===== config.mk =====
export PLATFORM = sky130hd
export DESIGN_NAME = pattern_phase_driver_flat
export DESIGN_NICKNAME = d
export VERILOG_FILES = /design/src/rtl/pattern_pkg.sv /design/src/rtl/pattern_phase_driver_if.sv /design/src/rtl/field_bank.sv /design/src/rtl/pattern_phase_driver.sv /design/src/flat_wrapper.sv
export SDC_FILE = /design/constraint.sdc
export NUM_CORES = 1
export LEC_CHECK = 0
export BUFFER_PORTS_ARGS = -buffer_cell sky130_fd_sc_hd__buf_2
export CAP_MARGIN = 10
export CORE_ASPECT_RATIO = 2
export CORE_MARGIN = 3
export CORE_UTILIZATION = 26
export CTS_BUF_LIST = sky130_fd_sc_hd__clkbuf_16
export DETAILED_ROUTE_END_ITERATION = 12
export PLACE_DENSITY = 0.46
export SLEW_MARGIN = 30
export SYNTH_ARGS = -nofsm -noshare
export SYNTH_HDL_FRONTEND = slang
export SYNTH_SLANG_ARGS = --single-unit

===== constraint.sdc =====
create_clock -name clk -period 17.6 [get_ports clk]
set_clock_uncertainty 0.15 [all_clocks]
set_input_delay 1.76 -clock clk [delete_from_list [all_inputs] [get_ports clk]]
set_output_delay 1.76 -clock clk [all_outputs]
set_load 0.1 [all_outputs]

===== src/rtl/pattern_pkg.sv =====
// pattern_pkg
// Shared definitions for the pattern phase driver:
//   - field offsets of the register file as functions of NUM_TWEAKS
//   - NUM_FIELDS formula (2*NUM_TWEAKS + 6)
//   - off-state bit values for the P and N driver buses
// Field map:
//   0 PDRIVE, 1 NDRIVE, 2 P_SENSE, 3 P_DELAY, 4..3+NT P_TWEAK,
//   4+NT N_SENSE, 5+NT N_DELAY, 6+NT..5+2NT N_TWEAK
package pattern_pkg;

  localparam int F_PDRIVE  = 0;
  localparam int F_NDRIVE  = 1;
  localparam int F_P_SENSE = 2;
  localparam int F_P_DELAY = 3;

  // P driver is active-low style: all ones means switched off.
  localparam logic P_OFF_BIT = 1'b1;
  localparam logic N_OFF_BIT = 1'b0;

  function automatic int num_fields(input int nt);
    return 2 * nt + 6;
  endfunction

  function automatic int p_tweak_off(input int k);
    return 4 + k;
  endfunction

  function automatic int n_sense_off(input int nt);
    return 4 + nt;
  endfunction

  function automatic int n_delay_off(input int nt);
    return 5 + nt;
  endfunction

  function automatic int n_tweak_off(input int nt, input int k);
    return 6 + nt + k;
  endfunction

endpackage


===== src/rtl/pattern_phase_driver_if.sv =====
// pattern_phase_driver_if
// Register-file access and bank-swap bus of the pattern phase driver.
//   wr_en/wr_addr/wr_data : write into the shadow bank
//   rd_addr/rd_data       : registered readback of the active bank
//   swap_req/swap_ack     : shadow-to-active promotion handshake
// Handshake: swap_req is a request that may be a single-cycle pulse or a
// held level; the slave latches it as pending and answers with swap_ack,
// a one-cycle pulse in the cycle after promotion actually happened.
// Requests seen while already pending merge into the one outstanding request.
// Modports: master (bus owner / testbench side), slave (the driver).
interface pattern_phase_driver_if
  import pattern_pkg::*;
#(
  parameter int WIDTH      = 8,
  parameter int NUM_TWEAKS = 8
);
  localparam int AW = $clog2(num_fields(NUM_TWEAKS));

  logic             wr_en;
  logic [AW-1:0]    wr_addr;
  logic [WIDTH-1:0] wr_data;
  logic [AW-1:0]    rd_addr;
  logic [WIDTH-1:0] rd_data;
  logic             swap_req;
  logic             swap_ack;

  modport master (
    output wr_en, wr_addr, wr_data, rd_addr, swap_req,
    input  rd_data, swap_ack
  );

  modport slave (
    input  wr_en, wr_addr, wr_data, rd_addr, swap_req,
    output rd_data, swap_ack
  );

endinterface


===== src/rtl/field_bank.sv =====
// field_bank
// Double-buffered register file. Writes land in the shadow bank; promote
// copies the whole shadow bank into the active bank. A write in the promote
// cycle lands in the shadow only (the copy takes the pre-write contents).
// Ports:
//   clk, rst                : clock, async active-high reset (both banks 0)
//   wr_en, wr_addr, wr_data : shadow write, out-of-range addresses ignored
//   promote                 : copy shadow -> active
//   rd_addr, rd_data        : registered read of the active bank, 0 if out of range
//   active_flat             : whole active bank, field i at [i*WIDTH +: WIDTH]
module field_bank #(
  parameter int WIDTH      = 8,
  parameter int NUM_FIELDS = 22,
  parameter int AW         = 5
) (
  input  logic                        clk,
  input  logic                        rst,
  input  logic                        wr_en,
  input  logic [AW-1:0]               wr_addr,
  input  logic [WIDTH-1:0]            wr_data,
  input  logic                        promote,
  input  logic [AW-1:0]               rd_addr,
  output logic [WIDTH-1:0]            rd_data,
  output logic [NUM_FIELDS*WIDTH-1:0] active_flat
);

  localparam logic [AW:0] NF_LIM = (AW+1)'(NUM_FIELDS);

  logic [WIDTH-1:0] shadow_q [NUM_FIELDS];
  logic [WIDTH-1:0] active_q [NUM_FIELDS];
  logic             wr_hit;
  logic             rd_hit;

  assign wr_hit = wr_en && ({1'b0, wr_addr} < NF_LIM);
  assign rd_hit = ({1'b0, rd_addr} < NF_LIM);

  always_ff @(posedge clk or posedge rst) begin
    if (rst) begin
      for (int i = 0; i < NUM_FIELDS; i++) begin
        shadow_q[i] <= '0;
        active_q[i] <= '0;
      end
      rd_data <= '0;
    end else begin
      if (promote) begin
        for (int i = 0; i < NUM_FIELDS; i++) begin
          active_q[i] <= shadow_q[i];
        end
      end
      if (wr_hit) begin
        shadow_q[wr_addr] <= wr_data;
      end
      rd_data <= rd_hit ? active_q[rd_addr] : '0;
    end
  end

  always_comb begin
    active_flat = '0;
    for (int i = 0; i < NUM_FIELDS; i++) begin
      active_flat[i*WIDTH +: WIDTH] = active_q[i];
    end
  end

endmodule


===== src/rtl/pattern_phase_driver.sv =====
// pattern_phase_driver
// Drives P/N output buses plus sense/delay/tweak buses from a double-buffered
// field bank, selecting the P_ or N_ field set by the registered phase input.
// Ports:
//   clk, rst     : clock, async active-high reset
//   pwm          : phase input, 1 = high-driving phase, 0 = low-driving phase
//   bus          : pattern_phase_driver_if.slave (shadow writes, readback, swap)
//   slot_sel     : one-hot slot counter, restarts at bit 0 on every phase change
//   p_drive, n_drive, tweak_sense, tweak_delay : WIDTH-bit driver buses
//   tweak_drive  : NUM_TWEAKS buses, bus k at [k*WIDTH +: WIDTH]
// Optional feature macro PATTERN_DEADTIME_EN: after each phase change both
// drivers are held off and tweaks forced to 0 for DEADTIME cycles; a change
// inside the dead time restarts the count. Without it, no dead time.
module pattern_phase_driver
  import pattern_pkg::*;
#(
  parameter int WIDTH      = 8,
  parameter int NUM_TWEAKS = 8,
  parameter int NUM_SLOTS  = 8,
  parameter int DEADTIME   = 2
) (
  input  logic                        clk,
  input  logic                        rst,
  input  logic                        pwm,
  pattern_phase_driver_if.slave       bus,
  output logic [NUM_SLOTS-1:0]        slot_sel,
  output logic [WIDTH-1:0]            p_drive,
  output logic [WIDTH-1:0]            n_drive,
  output logic [WIDTH-1:0]            tweak_sense,
  output logic [WIDTH-1:0]            tweak_delay,
  output logic [NUM_TWEAKS*WIDTH-1:0] tweak_drive
);

  localparam int NUM_FIELDS = num_fields(NUM_TWEAKS);
  localparam int AW         = $clog2(NUM_FIELDS);
  localparam int F_N_SENSE  = n_sense_off(NUM_TWEAKS);
  localparam int F_N_DELAY  = n_delay_off(NUM_TWEAKS);

  localparam logic [NUM_SLOTS-1:0] SLOT_FIRST = {{(NUM_SLOTS-1){1'b0}}, 1'b1};
  localparam logic [NUM_SLOTS-1:0] SLOT_LAST  = {1'b1, {(NUM_SLOTS-1){1'b0}}};

  if (DEADTIME < 1 || DEADTIME > 15) begin : g_deadtime_range
    $error("pattern_phase_driver: DEADTIME must be in 1..15");
  end

  logic                        pwm_q;
  logic                        change;
  logic                        rise;
  logic                        pending;
  logic                        promote;
  logic                        swap_ack_q;
  logic                        dead;
  logic                        tweak_gate;
  logic [WIDTH-1:0]            rd_data_w;
  logic [NUM_FIELDS*WIDTH-1:0] active_flat;
  logic [NUM_TWEAKS*WIDTH-1:0] tweak_raw_q;

  logic [WIDTH-1:0]            p_nxt;
  logic [WIDTH-1:0]            n_nxt;
  logic [WIDTH-1:0]            sense_nxt;
  logic [WIDTH-1:0]            delay_nxt;
  logic [NUM_TWEAKS*WIDTH-1:0] tweak_nxt;

  assign change  = pwm ^ pwm_q;
  assign rise    = pwm & ~pwm_q;
  // Promotion is tied to the start of a high-driving phase so the new field
  // set never takes effect in the middle of a phase.
  assign promote = rise & pending;

  field_bank #(
    .WIDTH      (WIDTH),
    .NUM_FIELDS (NUM_FIELDS),
    .AW         (AW)
  ) u_bank (
    .clk         (clk),
    .rst         (rst),
    .wr_en       (bus.wr_en),
    .wr_addr     (bus.wr_addr),
    .wr_data     (bus.wr_data),
    .promote     (promote),
    .rd_addr     (bus.rd_addr),
    .rd_data     (rd_data_w),
    .active_flat (active_flat)
  );

  assign bus.rd_data  = rd_data_w;
  assign bus.swap_ack = swap_ack_q;

  always_ff @(posedge clk or posedge rst) begin
    if (rst) begin
      pwm_q      <= 1'b0;
      pending    <= 1'b0;
      swap_ack_q <= 1'b0;
      slot_sel   <= SLOT_LAST;
    end else begin
      pwm_q      <= pwm;
      swap_ack_q <= promote;
      if (promote) begin
        pending <= 1'b0;
      end else if (bus.swap_req) begin
        pending <= 1'b1;
      end
      if (change) begin
        slot_sel <= SLOT_FIRST;
      end else if (!slot_sel[NUM_SLOTS-1]) begin
        slot_sel <= slot_sel << 1;
      end
    end
  end

`ifdef PATTERN_DEADTIME_EN
  localparam logic [3:0] DT_LOAD = 4'(DEADTIME);
  logic [3:0] dt_cnt;

  // Loaded on the change edge, so the first dead output is the one computed
  // from the new pwm_q; reloading on a fresh change restarts the dead time.
  always_ff @(posedge clk or posedge rst) begin
    if (rst) begin
      dt_cnt <= '0;
    end else if (change) begin
      dt_cnt <= DT_LOAD;
    end else if (dt_cnt != '0) begin
      dt_cnt <= dt_cnt - 4'd1;
    end
  end

  assign dead = (dt_cnt != '0);
`else
  assign dead = 1'b0;
`endif

  always_comb begin
    p_nxt     = {WIDTH{P_OFF_BIT}};
    n_nxt     = {WIDTH{N_OFF_BIT}};
    sense_nxt = '0;
    delay_nxt = '0;
    tweak_nxt = '0;
    if (pwm_q) begin
      p_nxt     = active_flat[F_PDRIVE*WIDTH +: WIDTH];
      sense_nxt = active_flat[F_P_SENSE*WIDTH +: WIDTH];
      delay_nxt = active_flat[F_P_DELAY*WIDTH +: WIDTH];
      for (int k = 0; k < NUM_TWEAKS; k++) begin
        tweak_nxt[k*WIDTH +: WIDTH] = active_flat[p_tweak_off(k)*WIDTH +: WIDTH];
      end
    end else begin
      n_nxt     = active_flat[F_NDRIVE*WIDTH +: WIDTH];
      sense_nxt = active_flat[F_N_SENSE*WIDTH +: WIDTH];
      delay_nxt = active_flat[F_N_DELAY*WIDTH +: WIDTH];
      for (int k = 0; k < NUM_TWEAKS; k++) begin
        tweak_nxt[k*WIDTH +: WIDTH] = active_flat[n_tweak_off(NUM_TWEAKS, k)*WIDTH +: WIDTH];
      end
    end
    if (dead) begin
      p_nxt     = {WIDTH{P_OFF_BIT}};
      n_nxt     = {WIDTH{N_OFF_BIT}};
      tweak_nxt = '0;
    end
  end

  always_ff @(posedge clk or posedge rst) begin
    if (rst) begin
      p_drive     <= {WIDTH{P_OFF_BIT}};
      n_drive     <= {WIDTH{N_OFF_BIT}};
      tweak_sense <= '0;
      tweak_delay <= '0;
      tweak_raw_q <= '0;
    end else begin
      p_drive     <= p_nxt;
      n_drive     <= n_nxt;
      tweak_sense <= sense_nxt;
      tweak_delay <= delay_nxt;
      tweak_raw_q <= tweak_nxt;
    end
  end

  // Delayed-tweak mode: with sense bit 0 set, tweaks stay quiet until the
  // slot counter has run out to its last slot in the current phase.
  assign tweak_gate  = ~slot_sel[NUM_SLOTS-1] & tweak_sense[0];
  assign tweak_drive = tweak_gate ? '0 : tweak_raw_q;

endmodule

===== src/flat_wrapper.sv =====
// flat-port wrapper written by rule: the top's interface ports become plain ports
module pattern_phase_driver_flat import pattern_pkg::*;
#(
  parameter int WIDTH      = 8,
  parameter int NUM_TWEAKS = 8,
  parameter int NUM_SLOTS  = 8,
  parameter int DEADTIME   = 2
)
  (clk, rst, pwm, slot_sel, p_drive, n_drive, tweak_sense, tweak_delay, tweak_drive, bus_wr_en, bus_wr_addr, bus_wr_data, bus_rd_addr, bus_swap_req, bus_rd_data, bus_swap_ack);
  pattern_phase_driver_if #(.WIDTH(WIDTH), .NUM_TWEAKS(NUM_TWEAKS)) bus_i ();
  input  logic clk;
  input  logic rst;
  input  logic pwm;
  output logic [NUM_SLOTS-1:0] slot_sel;
  output logic [WIDTH-1:0] p_drive;
  output logic [WIDTH-1:0] n_drive;
  output logic [WIDTH-1:0] tweak_sense;
  output logic [WIDTH-1:0] tweak_delay;
  output logic [NUM_TWEAKS*WIDTH-1:0] tweak_drive;
  input wire logic [$bits(bus_i.wr_en)-1:0] bus_wr_en;
  input wire logic [$bits(bus_i.wr_addr)-1:0] bus_wr_addr;
  input wire logic [$bits(bus_i.wr_data)-1:0] bus_wr_data;
  input wire logic [$bits(bus_i.rd_addr)-1:0] bus_rd_addr;
  input wire logic [$bits(bus_i.swap_req)-1:0] bus_swap_req;
  output wire logic [$bits(bus_i.rd_data)-1:0] bus_rd_data;
  output wire logic [$bits(bus_i.swap_ack)-1:0] bus_swap_ack;
  assign bus_i.wr_en = bus_wr_en;
  assign bus_i.wr_addr = bus_wr_addr;
  assign bus_i.wr_data = bus_wr_data;
  assign bus_i.rd_addr = bus_rd_addr;
  assign bus_i.swap_req = bus_swap_req;
  assign bus_rd_data = bus_i.rd_data;
  assign bus_swap_ack = bus_i.swap_ack;
  pattern_phase_driver #(.WIDTH(WIDTH), .NUM_TWEAKS(NUM_TWEAKS), .NUM_SLOTS(NUM_SLOTS), .DEADTIME(DEADTIME)) u_core (.clk(clk), .rst(rst), .pwm(pwm), .bus(bus_i), .slot_sel(slot_sel), .p_drive(p_drive), .n_drive(n_drive), .tweak_sense(tweak_sense), .tweak_delay(tweak_delay), .tweak_drive(tweak_drive));
endmodule

## Word level (Yosys, flattened, before mapping)

Index checks and enable logic that the tools add are counted.

| storage, ports and cells | value |
|---|---|
| register bits | 467 |
| bits in latches | 0 |
| bits in writable memories | 0 |
| memory bits (read-only) | 0 |
| output and inout port bits | 113 |
| memories | 0 |

| operators by class | value |
|---|---|
| $add $sub $neg | 0 |
| $mul | 0 |
| divide/modulo/power cells | 0 |
| order comparisons | 5 |
| equality and inequality tests | 1 |
| shift operators | 0 |
| muxes and demuxes | 17 |
| bitwise logic cells | 8 |
| reduce and logical (&&, ||, !) cells | 3 |

Operators with widths:

| operator | number |
|---|---|
| $bwmux W176 | 1 |
| $mux W64 | 2 |
| $mux W8 | 10 |
| $bmux W8 S5 | 1 |
| $demux W8 S5 | 1 |
| $ge A6 B6 Y1 const B | 2 |
| $not A5 Y6 | 2 |
| $lt A5 B5 Y1 const B | 2 |
| $lt A6 B1 Y1 const B | 1 |
| $and A1 B1 Y1 | 3 |
| $logic_and A1 B1 Y1 | 2 |
| $mux W1 | 2 |
| $ne A2 B2 Y1 const B | 1 |
| $not A1 Y1 | 2 |
| $reduce_bool A2 Y1 | 1 |
| $xor A1 B1 Y1 | 1 |

## Depth between registers and ports, before layout

Gate-level depths: netlist of run 1.

| logic depth | value |
|---|---|
| depth in word-level cells | 6 |
| mapped depth | 9 |

## Hierarchy

Synthesis of run 1 repeated with hierarchy kept, for this count alone.

| unflattened totals | value |
|---|---|
| cell total of the unflattened synthesis | 1261 |
| area total of the unflattened synthesis | 19560.0 µm² |

Modules (own cells, without submodules):

| module | instances | cells an instance | area each (µm²) | seq. area each (µm²) |
|---|---|---|---|---|
| field_bank | 1 | 953 | 15084.5 | 9008.6 |
| pattern_phase_driver | 1 | 308 | 4475.5 | 2688.8 |

## Worst setup path after synthesis of run 1

No wires, ideal clock.

| timing | value |
|---|---|
| path kind | register to output |
| start point | register u_core.slot_sel[7] |
| end point | output tweak_drive[0] |
| data arrival time | 2629 ps |
| required time | 15690 ps |
| slack | 13061 ps |
| cell stages (with the launch flop) | 6 |
| path buffers | 3 |
| cells stage by stage | dfstp_2 clkbuf_1 nand2b_1 clkbuf_1 clkbuf_1 and2_1 |

| on the way | value |
|---|---|
| cells in the longest elaborated chain, start to end | 3 |

Ends and longest elaborated chain:

| item | line | text |
|---|---|---|
| start: declaration | pattern_phase_driver.sv:26 | `output logic [NUM_SLOTS-1:0] slot_sel,` |
| start signal: assignment | pattern_phase_driver.sv:106 | `slot_sel <= slot_sel << 1;` |
| $not A1 Y1 | pattern_phase_driver.sv:178 | `assign tweak_gate = ~slot_sel[NUM_SLOTS-1] & tweak_sense[0];` |
| $and A1 B1 Y1 | pattern_phase_driver.sv:178 |  |
| $mux W64 | pattern_phase_driver.sv:179 | `assign tweak_drive = tweak_gate ? '0 : tweak_raw_q;` |
| end: declaration | flat_wrapper.sv:19 | `output logic [NUM_TWEAKS*WIDTH-1:0] tweak_drive;` |

No other way between the ends.

## Worst setup path after layout of run 1

| timing | value |
|---|---|
| start point | register u_core.slot_sel[7] |
| end point | output tweak_drive[52] |

The elaborated chain is that of the path after synthesis.

==> flow_summary.ini, run 1 <==
[outcome]
outcome = finished clean

[logic_synthesis]
synthArstFlopShare = 1.00
synth_seq_cells = 467
synth_seq_area_share = 0.612
syn_inst = 1229
syn-num-nets = 1253
synth_edf_count = 0
ys.warnings.count = 0
syn_area_um2 = 19100
synth.avg_cell_area_um2 = 15.6
synth_cell_type_count = 39
synth_ff_type = dfrtp_1

[clocking]
postCtsHoldBufs = 0
post_cts_buffers = 0
cts_tree = yes
clk_path_buf_depth = 3
worstSkewPairLatency_ns = 0.56
ctsResizeCount = 0
cts_inserted_buffers = 44
clkTransAtPathRegs_ns = 0.06
cts_sinks = 467
clk_root_buffer_cell = clkbuf_16
htree_levels = 2

[final_layout]
post_route_cells_drive_above_1_share = 0.507
final_nets = 1379
fillers = 7300
fin_util = 0.306
postLayoutCellArea_um2 = 22300
area_delta_synth_final_pct = 16.5

[floorplanning]
ios = 136
die_y_um = 390
die_w_um = 198
dieArea_um2 = 77100
rows = 140
start_util = 0.262
fp.coreArea_um2 = 72900

[timing]
max_freq_ghz = 0.220
setup_ws_ns = 13.05
fin_setup_tns_ns = 0
tightestPinTransition_ns = 0.984
report.final.setup_viol = 0
hold_violations = 0
finalCritPeriodShare = 0.258
max_slew_margin = 0.344
slew_violations = 0
rsz0062_at_grt = no
min_period_ns = 4.55

[setup_path]
max_stage_delay_ns = 0.67
cp.required_ns = 15.69
slowest_stage = dfstp_2
crit_arrival_ns = 2.64
critPathMaxFanout = 64
crit_family = buffers and inverters
start_kind = register
crit_path_end_kind = output pin
crit_buf_inv = 2
worstSetupPathType = register to output pin
crit_chain = nand2b_2 > buf_4 > and2_1 > buf_2

[global_routing]
grt-ovfl-total = 0
antenna_found_initial = 4
grt_pass1_vias = 11500
grt_max_degree = 173
grt_usage = 0.134
grt_pass1_wl_mm = 77.9

[placement]
port_buffers = 135
post_dp_cell_area_um2 = 20800
gp_congestion = 0.775
hpwl_mm = 33.9
pre_cts_ws_ns = 12.63

[route]
wl_mm = 51.4
drt_iter0_markers = 495
post_drt_via_cell_ratio = 4.50
route.detailed.drc = 0
routed.top_layer = met4
vias = 10400
wl_met1_mm = 22.0
route.met3.wl_mm = 2.03
drt_pass1_iterations = 4
met2_length_mm = 26.4
drtAntennaViolNets = 0
drt-wirelength-per-cell_um = 22.2

[power]
power_density_nw_per_um2 = 160
p_leak_uw = 0.0104
report.power.total_uw = 3570
vdd_drop_max_uv = 58.7

[run]
max-cap-violations = 0

[worst_hold_path]
hold_path.class = register to register
==> registers in the layout, indices dropped and copies added, names as in the netlist <==
register / cells
u_core.u_bank.active_flat: 176
u_core.u_bank.shadow_q: 176
u_core.tweak_raw_q: 64
u_core.n_drive: 8
u_core.p_drive: 8
u_core.slot_sel: 8
u_core.tweak_delay: 8
u_core.tweak_sense: 8
u_core.u_bank.rd_data: 8
u_core.bus.swap_ack: 1
u_core.pending: 1
u_core.pwm_q: 1
==> final cells by class <==
type	instances	area, um^2	share of cell area
Clock inverter	35	282	0.0126
Antenna cell	3	7.51	0.000337
Timing Repair Buffer	152	847	0.0380
Inverter	5	27.5	0.00124
Clock buffer	45	1130	0.0505
Multi-Input combinational cell	685	7130	0.320
Tap cell	923	1150	0.0518
Sequential cell	467	11700	0.525
==> synthesized netlist by cell type (2+ instances only) <==
cell / count / area [um^2]
or2_2: 2 / 12.5
nor4bb_1: 2 / 20.0
o32ai_1: 2 / 17.5
buf_1: 6 / 22.5
buf_2: 7 / 35.0
mux2i_1: 34 / 340
nor3_1: 3 / 15.0
mux4_2: 36 / 811
a22oi_1: 2 / 15.0
nand4_1: 2 / 12.5
nand2_1: 23 / 86.3
o211ai_1: 2 / 15.0
a21oi_1: 6 / 30.0
nor3_2: 3 / 30.0
inv_1: 3 / 11.3
nand4b_1: 2 / 17.5
clkbuf_1: 55 / 206
nand3_1: 2 / 10.0
dfstp_2: 9 / 236
nor2_1: 15 / 56.3
nand2b_1: 15 / 93.8
and2_1: 64 / 400
a211oi_1: 2 / 15.0
nor2b_1: 20 / 125
mux2_2: 434 / 4890
dfrtp_1: 458 / 11500
o221ai_1: 2 / 17.5
o22ai_1: 3 / 18.8
buf_4: 3 / 22.5
o21ai_0: 3 / 15.0
==> cell families after synthesis <==
family | Yosys count | share of synthesized area
multiplexers | 504 | 0.316
AO/OA/AOI/OAI | 24 | 0.00837
flip-flops | 467 | 0.612
adder cells (fa/ha/maj) | 1 | 0.000654
buffers and inverters | 77 | 0.0165
AND/OR/NAND/NOR | 156 | 0.0472
==> cell usage in the layout (no fill, tap or decap), drive strengths merged, types with 3 or more instances in the layout <==
master  count
a21oi       6
and2       64
buf       152
bufinv      5
clkbuf     45
clkinv     16
dfrtp     458
dfstp       9
diode       3
inv        18
mux2      434
mux2i      34
mux4       36
nand2      23
nand2b     15
nor2       15
nor2b      20
nor3        6
o21ai       3
o22ai       3
==> through the flow <==
step / hold slack [ns] / instances
after floorplan: 0.298 / 1229
after global placement: 0.330 / 2231
after detailed placement: 0.337 / 2231
after CTS: 0.351 / 2311
after global routing: 0.355 / 2312
final: 0.348 / 2315
==> worst register-to-register path: cells and delay by family, from the launching register on <==
family | cells | cell delay [ns]
buf+inv | 3 | 1.83
mux | 1 | 0.46
flops | 1 | 0.90
simple gates | 1 | 0.37
fa+ha+maj | 1 | 0.25
==> worst paths after layout <==
check | start | endpoint | slack, ns | depth (start not counted)
max | u_core.slot_sel[7] | tweak_drive[52] | 13.05 | 4
min | u_core.u_bank.shadow_q[77] | u_core.u_bank.active_flat[101] | 0.35 | 1
max reg2reg | u_core.pwm_q | u_core.u_bank.active_flat[96] | 13.53 | 6
min reg2reg | u_core.u_bank.shadow_q[77] | u_core.u_bank.active_flat[101] | 0.35 | 1
max in group asynchronous | rst | u_core.u_bank.shadow_q[106] | 14.70 | 4
min in group asynchronous | rst | u_core.n_drive[2] | 1.12 | 2
==> where the power goes <==
part           internal, uW  switching [uW]
sequential             1350             164
clock                   537             418
combinational           337             769
==> routing by layer <==
| layer | up-vias | global-route usage |
|---|---|---|
| met5 | - | 0 |
| met4 | 0 | 0.0343 |
| met3 | 55 | 0.0215 |
| met2 | 199 | 0.236 |
| met1 | 5533 | 0.172 |
| li1 | 4621 | - |
Note: power is estimated with default switching activity, not from simulation.
==> run 2, diff against run 1 <==
ABC_AREA = 1   (was not set)
PLACE_DENSITY = 0.47   (was 0.46)
clock period = 3.9 ns   (was 17.6 ns; I/O delays follow)
==> run 2 against run 1 <==
Against the previous run: sequential cell count did not move; routed wire length is 28% higher; global-route usage rose by 3.1 points; clock-buffer cell count is 1 lower; final area up 1.5%; combinational power grew to 2.9 times the previous value; synthesized area is 2.5% higher; register-to-register slack worse by 12 ns; critical path depth did not move; cell count grew 47%; largest cell class unchanged; largest power group unchanged; highest routed layer is now met5.
==> flow_summary.ini, run 2 <==
[outcome]
outcome = finished clean

[timing]
report.final.setup_viol = 0
hold_violations = 0
tightestPinTransition_ns = 1.01
finalCritPeriodShare = 0.762
min_period_ns = 2.97
rsz0062_at_grt = no
whs_ns = 0.0614
max_freq_ghz = 0.336
slew_violations = 0
max_slew_margin = 0.325
fin_setup_tns_ns = 0

[logic_synthesis]
synthMostInstantiatedCell = nand2_1
synth.top_cells.by_count = nand2_1, dfrtp_1, o21ai_0, inv_1, nor2_1
synth_ff_type = dfrtp_1
syn_inst = 2290
synthTopCellsByArea = dfrtp_1, nand2_1, o21ai_0
synth_cell_type_count = 28
synth_seq_cells = 467
synth_top_cell_area_share = 0.585
synth_edf_count = 0
syn_area_um2 = 19600
synthArstFlopShare = 1.00
ys.warnings.count = 0
yosysTopAreaCell = dfrtp_1
synth.avg_cell_area_um2 = 8.56
syn-num-nets = 2314
synth_seq_area_share = 0.597

[worst_hold_path]
holdPathStages = 3
hold_path.class = input port to register
worstHoldEndpoint = u_core.u_bank.shadow_q[165]
worstHoldStart = bus_wr_data[5]

[global_routing]
grt-ovfl-total = 0
antenna_found_initial = 2
grt_max_degree = 148
grt_pass1_wl_mm = 100
grt_usage = 0.165
grt_pass1_vias = 15400

[setup_path]
crit_family = buffers and inverters
critPathMaxFanout = 33
worstSetupPathType = register to output pin
slowest_stage = nor2_4
crit_arrival_ns = 2.43
start_kind = register
r2r_cells = 7
r2r-start = u_core.pwm_q
crit_buf_inv = 2
ff2ff_setup_slack_ns = 1.64
rr_endpoint = u_core.u_bank.active_flat[81]
crit_path_end_kind = output pin
crit_chain = nor2_4 > buf_4 > nor2_1 > buf_2
startpoint = u_core.slot_sel[7]
max_stage_delay_ns = 0.62
cp.required_ns = 3.36

[clocking]
clkTransAtPathRegs_ns = 0.07
clk_path_buf_depth = 3
postCtsHoldBufs = 3
cts_tree = yes
ctsResizeCount = 0
post_cts_buffers = 0
cts_inserted_buffers = 44
clk_root_buffer_cell = clkbuf_16
cts_sinks = 467
worstSkewPairLatency_ns = 0.58
htree_levels = 2

[route]
drt-wirelength-per-cell_um = 19.3
drt_iter0_markers = 1427
wl_mm = 65.7
vias = 15200
drt_pass1_iterations = 5
drtAntennaViolNets = 0
post_drt_via_cell_ratio = 4.46
route.detailed.drc = 0

[final_layout]
final_nets = 2395
area_delta_synth_final_pct = 15.4
fillers = 7925
post_route_cells_drive_above_1_share = 0.117
diodes = 0
final_cell_mix = nand2_1, dfrtp_1, o21ai_0
final_common_cell = nand2_1

[floorplanning]
rows = 141
start_util = 0.264
ios = 136
die_w_um = 200
die_y_um = 394
dieArea_um2 = 78900
fp.coreArea_um2 = 74300

[placement]
port_buffers = 135
hpwl_mm = 46.4
gp_congestion = 0.892

[power]
p_leak_uw = 0.0112
vdd_drop_max_uv = 283
power_density_nw_per_um2 = 601

[run]
max-cap-violations = 0
run 2: cell count changes after synthesis, sizes merged, moves of 15 or more:
| cell | delta |
|---|---|
| inv | +302 |
| mux2 | -434 |
| nand2 | +663 |
| nor2 | +104 |
| o21ai | +449 |
| mux4 | -36 |
| nand3 | +95 |
| mux2i | -34 |
| nand2b | -15 |
| clkbuf | +35 |
| nor2b | -20 |
| buf | +26 |
| and2 | -64 |
run 2: cell type report:
class | instances | area (um^2) | share of cell area
flip-flops and latches | 467 | 11700 | 0.517
multi-input cells | 1381 | 6110 | 0.270
well taps | 1001 | 1250 | 0.0554
inverters | 309 | 1170 | 0.0516
clock buffers | 44 | 1100 | 0.0487
repair buffers | 168 | 1010 | 0.0446
clock inverters | 36 | 273 | 0.0121
run 2: where the power goes:
part	internal (uW)	switching (uW)
logic	643	2620
clock network	2220	1970
registers	5700	456
total	8560	5040
run 2: per-stage QoR:
step	cell area, um^2	worst slack (ns)	total power (uW)	util	instances
floorplan	19600	-2.96	8560	-	2290
global placement	21200	1.46	9480	0.285	3323
detailed placement	21200	1.43	9510	0.285	3323
CTS	22600	0.842	13800	0.304	3406
global route	22600	0.720	14300	0.304	3406
finish	22600	0.926	13600	0.304	3406
run 2: logic make-up after synthesis:
family / Yosys count / synth area share
fa+ha+maj: 1 / 0.000638
flops: 467 / 0.597
simple gates: 905 / 0.186
buf+inv: 442 / 0.0926
compound gates: 475 / 0.124
run 2: worst max-delay path by stage:
stage | endpoint | slack, ns | cells past startpoint
after floorplan | u_core.bus.swap_ack | -2.96 | 1
after global placement | u_core.u_bank.rd_data[3] | 1.46 | 9
after detailed placement | u_core.u_bank.rd_data[0] | 1.43 | 9
after CTS | tweak_drive[21] | 0.84 | 4
after global routing | tweak_drive[21] | 0.72 | 5
final | tweak_drive[2] | 0.93 | 4
run 2: worst reg2reg max path: stages, from the launching register on:
cell     delay, ns
dfrtp_4       0.50
inv_1         0.08
ha_1          0.22
nand2_4       0.09
inv_4         0.46
buf_4         0.45
nand2_1       0.15
o21ai_0       0.09
run 2: routing by layer:
| metal | global-route usage | share of wire |
|---|---|---|
| met5 | 0 | 0.00035 |
| met4 | 0.0893 | 0.061 |
| met3 | 0.0216 | 0.042 |
| met2 | 0.290 | 0.50 |
| met1 | 0.197 | 0.39 |
==> run 3, diff against run 2 <==
clock period = 2.65 ns   (was 3.9 ns; I/O delays follow)
==> run 3 against run 2 <==
Against the previous run: first-iteration DRC count fell by 8.7%; sequential power rose by 47%; final area rose by 3.2%; critical endpoint is now tweak_drive[6].
==> flow_summary.ini, run 3 (synthesis results as in run 2) <==
[outcome]
outcome = finished clean

[global_routing]
grt-ovfl-total = 0
grt_pass1_wl_mm = 100
grt_pass1_vias = 15700
grt_usage = 0.165
grt_max_degree = 101
antenna_found_initial = 3

[route]
drtAntennaViolNets = 0
wl_mm = 65.8
route.detailed.drc = 0
drt_iter0_markers = 1303
vias = 15400
post_drt_via_cell_ratio = 4.47
drt-wirelength-per-cell_um = 19.1
drt_pass1_iterations = 8

[timing]
rsz0062_at_grt = no
finalCritPeriodShare = 0.941
tightestPinTransition_ns = 0.925
max_freq_ghz = 0.401
setup_ws_ns = 0.155
hold_violations = 0
slew_violations = 0
min_period_ns = 2.49
report.final.setup_viol = 0
max_slew_margin = 0.384

[setup_path]
crit_arrival_ns = 2.08
crit_path_end_kind = output pin
start_kind = register
cp.required_ns = 2.24
max_stage_delay_ns = 0.58
slowest_stage = dfstp_2
critPathMaxFanout = 64
worstSetupPathType = register to output pin
crit_chain = nor2_4 > buf_12 > nor2_2 > buf_2

[placement]
port_buffers = 135
gp_congestion = 0.934
hpwl_mm = 47.6
post_dp_cell_area_um2 = 21700
pre_cts_ws_ns = 0.621

[final_layout]
diodes = 0
regArea_um2 = 11700
post_route_cells_drive_above_1_share = 0.152
final_nets = 2434
area_delta_synth_final_pct = 19.0
multiInputGateArea_um2 = 6350
final_cell_mix = nand2_1, dfrtp_1, o21ai_0
fillers = 7828
final_common_cell = nand2_1
postLayoutCellArea_um2 = 23300

[floorplanning]
die_y_um = 394
dieArea_um2 = 78900
fp.coreArea_um2 = 74300
start_util = 0.264
rows = 141
ios = 136
die_w_um = 200

[clocking]
clkTransAtPathRegs_ns = 0.07
cts_inserted_buffers = 44
cts_sinks = 467
post_cts_buffers = 0
clk_path_buf_depth = 3
clk_root_buffer_cell = clkbuf_16
htree_levels = 2
cts_tree = yes
worstSkewPairLatency_ns = 0.58

[power]
vdd_drop_max_uv = 387
p_leak_uw = 0.0114
power_density_nw_per_um2 = 882

[worst_hold_path]
hold_path.class = input port to register

[run]
max-cap-violations = 0
-- run 3: cell count changes in the layout (fill, tap and decap cells not counted), sizes merged --
cell	delta
buf	+29
dlygate4sd3	+10
bufinv	+4
clkinv	-4
clkbuf	+1
clkinvlp	+1
inv	-1
-- run 3: final cells by class --
cell class,count,area share
well taps,1001,0.0537
inverters,309,0.0500
repair buffers,207,0.0595
multi-input cells,1381,0.272
flip-flops and latches,467,0.502
clock buffers,45,0.0483
clock inverters,36,0.0147
-- run 3: worst max-delay path: cells and delay by family, from the launching register on --
kind / cells / cell delay (ns)
buffers and inverters: 2 / 0.66
DFF: 1 / 0.58
and+or+nand+nor: 2 / 0.20
-- run 3: per-layer routing --
metal | GRT usage | vias to the layer above | routed length (um) | part of all wire
met5 | 0 | - | 25 | 0.00038
met4 | 0.0837 | 4 | 3670 | 0.056
met3 | 0.0196 | 129 | 2750 | 0.042
met2 | 0.295 | 466 | 33300 | 0.51
met1 | 0.196 | 7466 | 26000 | 0.40
li1 | - | 7336 | - | -
-- run 3: power by group --
group / internal [uW] / switching (uW) / total, uW
combinational: 1050 / 3910 / 4950
clock: 3700 / 2860 / 6560
sequential: 8380 / 677 / 9060
-- run 3: path summary, 6_finish.rpt --
check	start	to	slack, ns	depth (start not counted)
max	u_core.slot_sel[7]	tweak_drive[6]	0.16	4
min	bus_wr_data[5]	u_core.u_bank.shadow_q[101]	0.04	4
max reg2reg	u_core.pwm_q	u_core.u_bank.active_flat[1]	0.65	5
min reg2reg	u_core.u_bank.shadow_q[125]	u_core.u_bank.active_flat[53]	0.32	2
max in group asynchronous	rst	u_core.u_bank.shadow_q[76]	1.35	5
min in group asynchronous	rst	u_core.u_bank.active_flat[174]	0.12	3
-- run 3: metrics by stage --
step	hold WS [ns]	cells	power, uW	setup TNS, ns	utilization
6_report	0.0383	3446	20600	0	0.314
4_1_cts	0.00375	3446	20800	0	0.314
3_5_place_dp	0.147	3352	14200	0	0.293
2_1_floorplan	0.146	2290	12700	-1900.51	-
5_1_grt	0.0421	3446	21600	0	0.314
3_3_place_gp	0.154	3352	14100	0	0.293
-- run 3: repair_timing --
item / 4_1_cts / 5_1_grt
hold buffers: 13 / 0
gates resized for setup: 0 / 0
endpoints found under the hold margin: 243 / 0
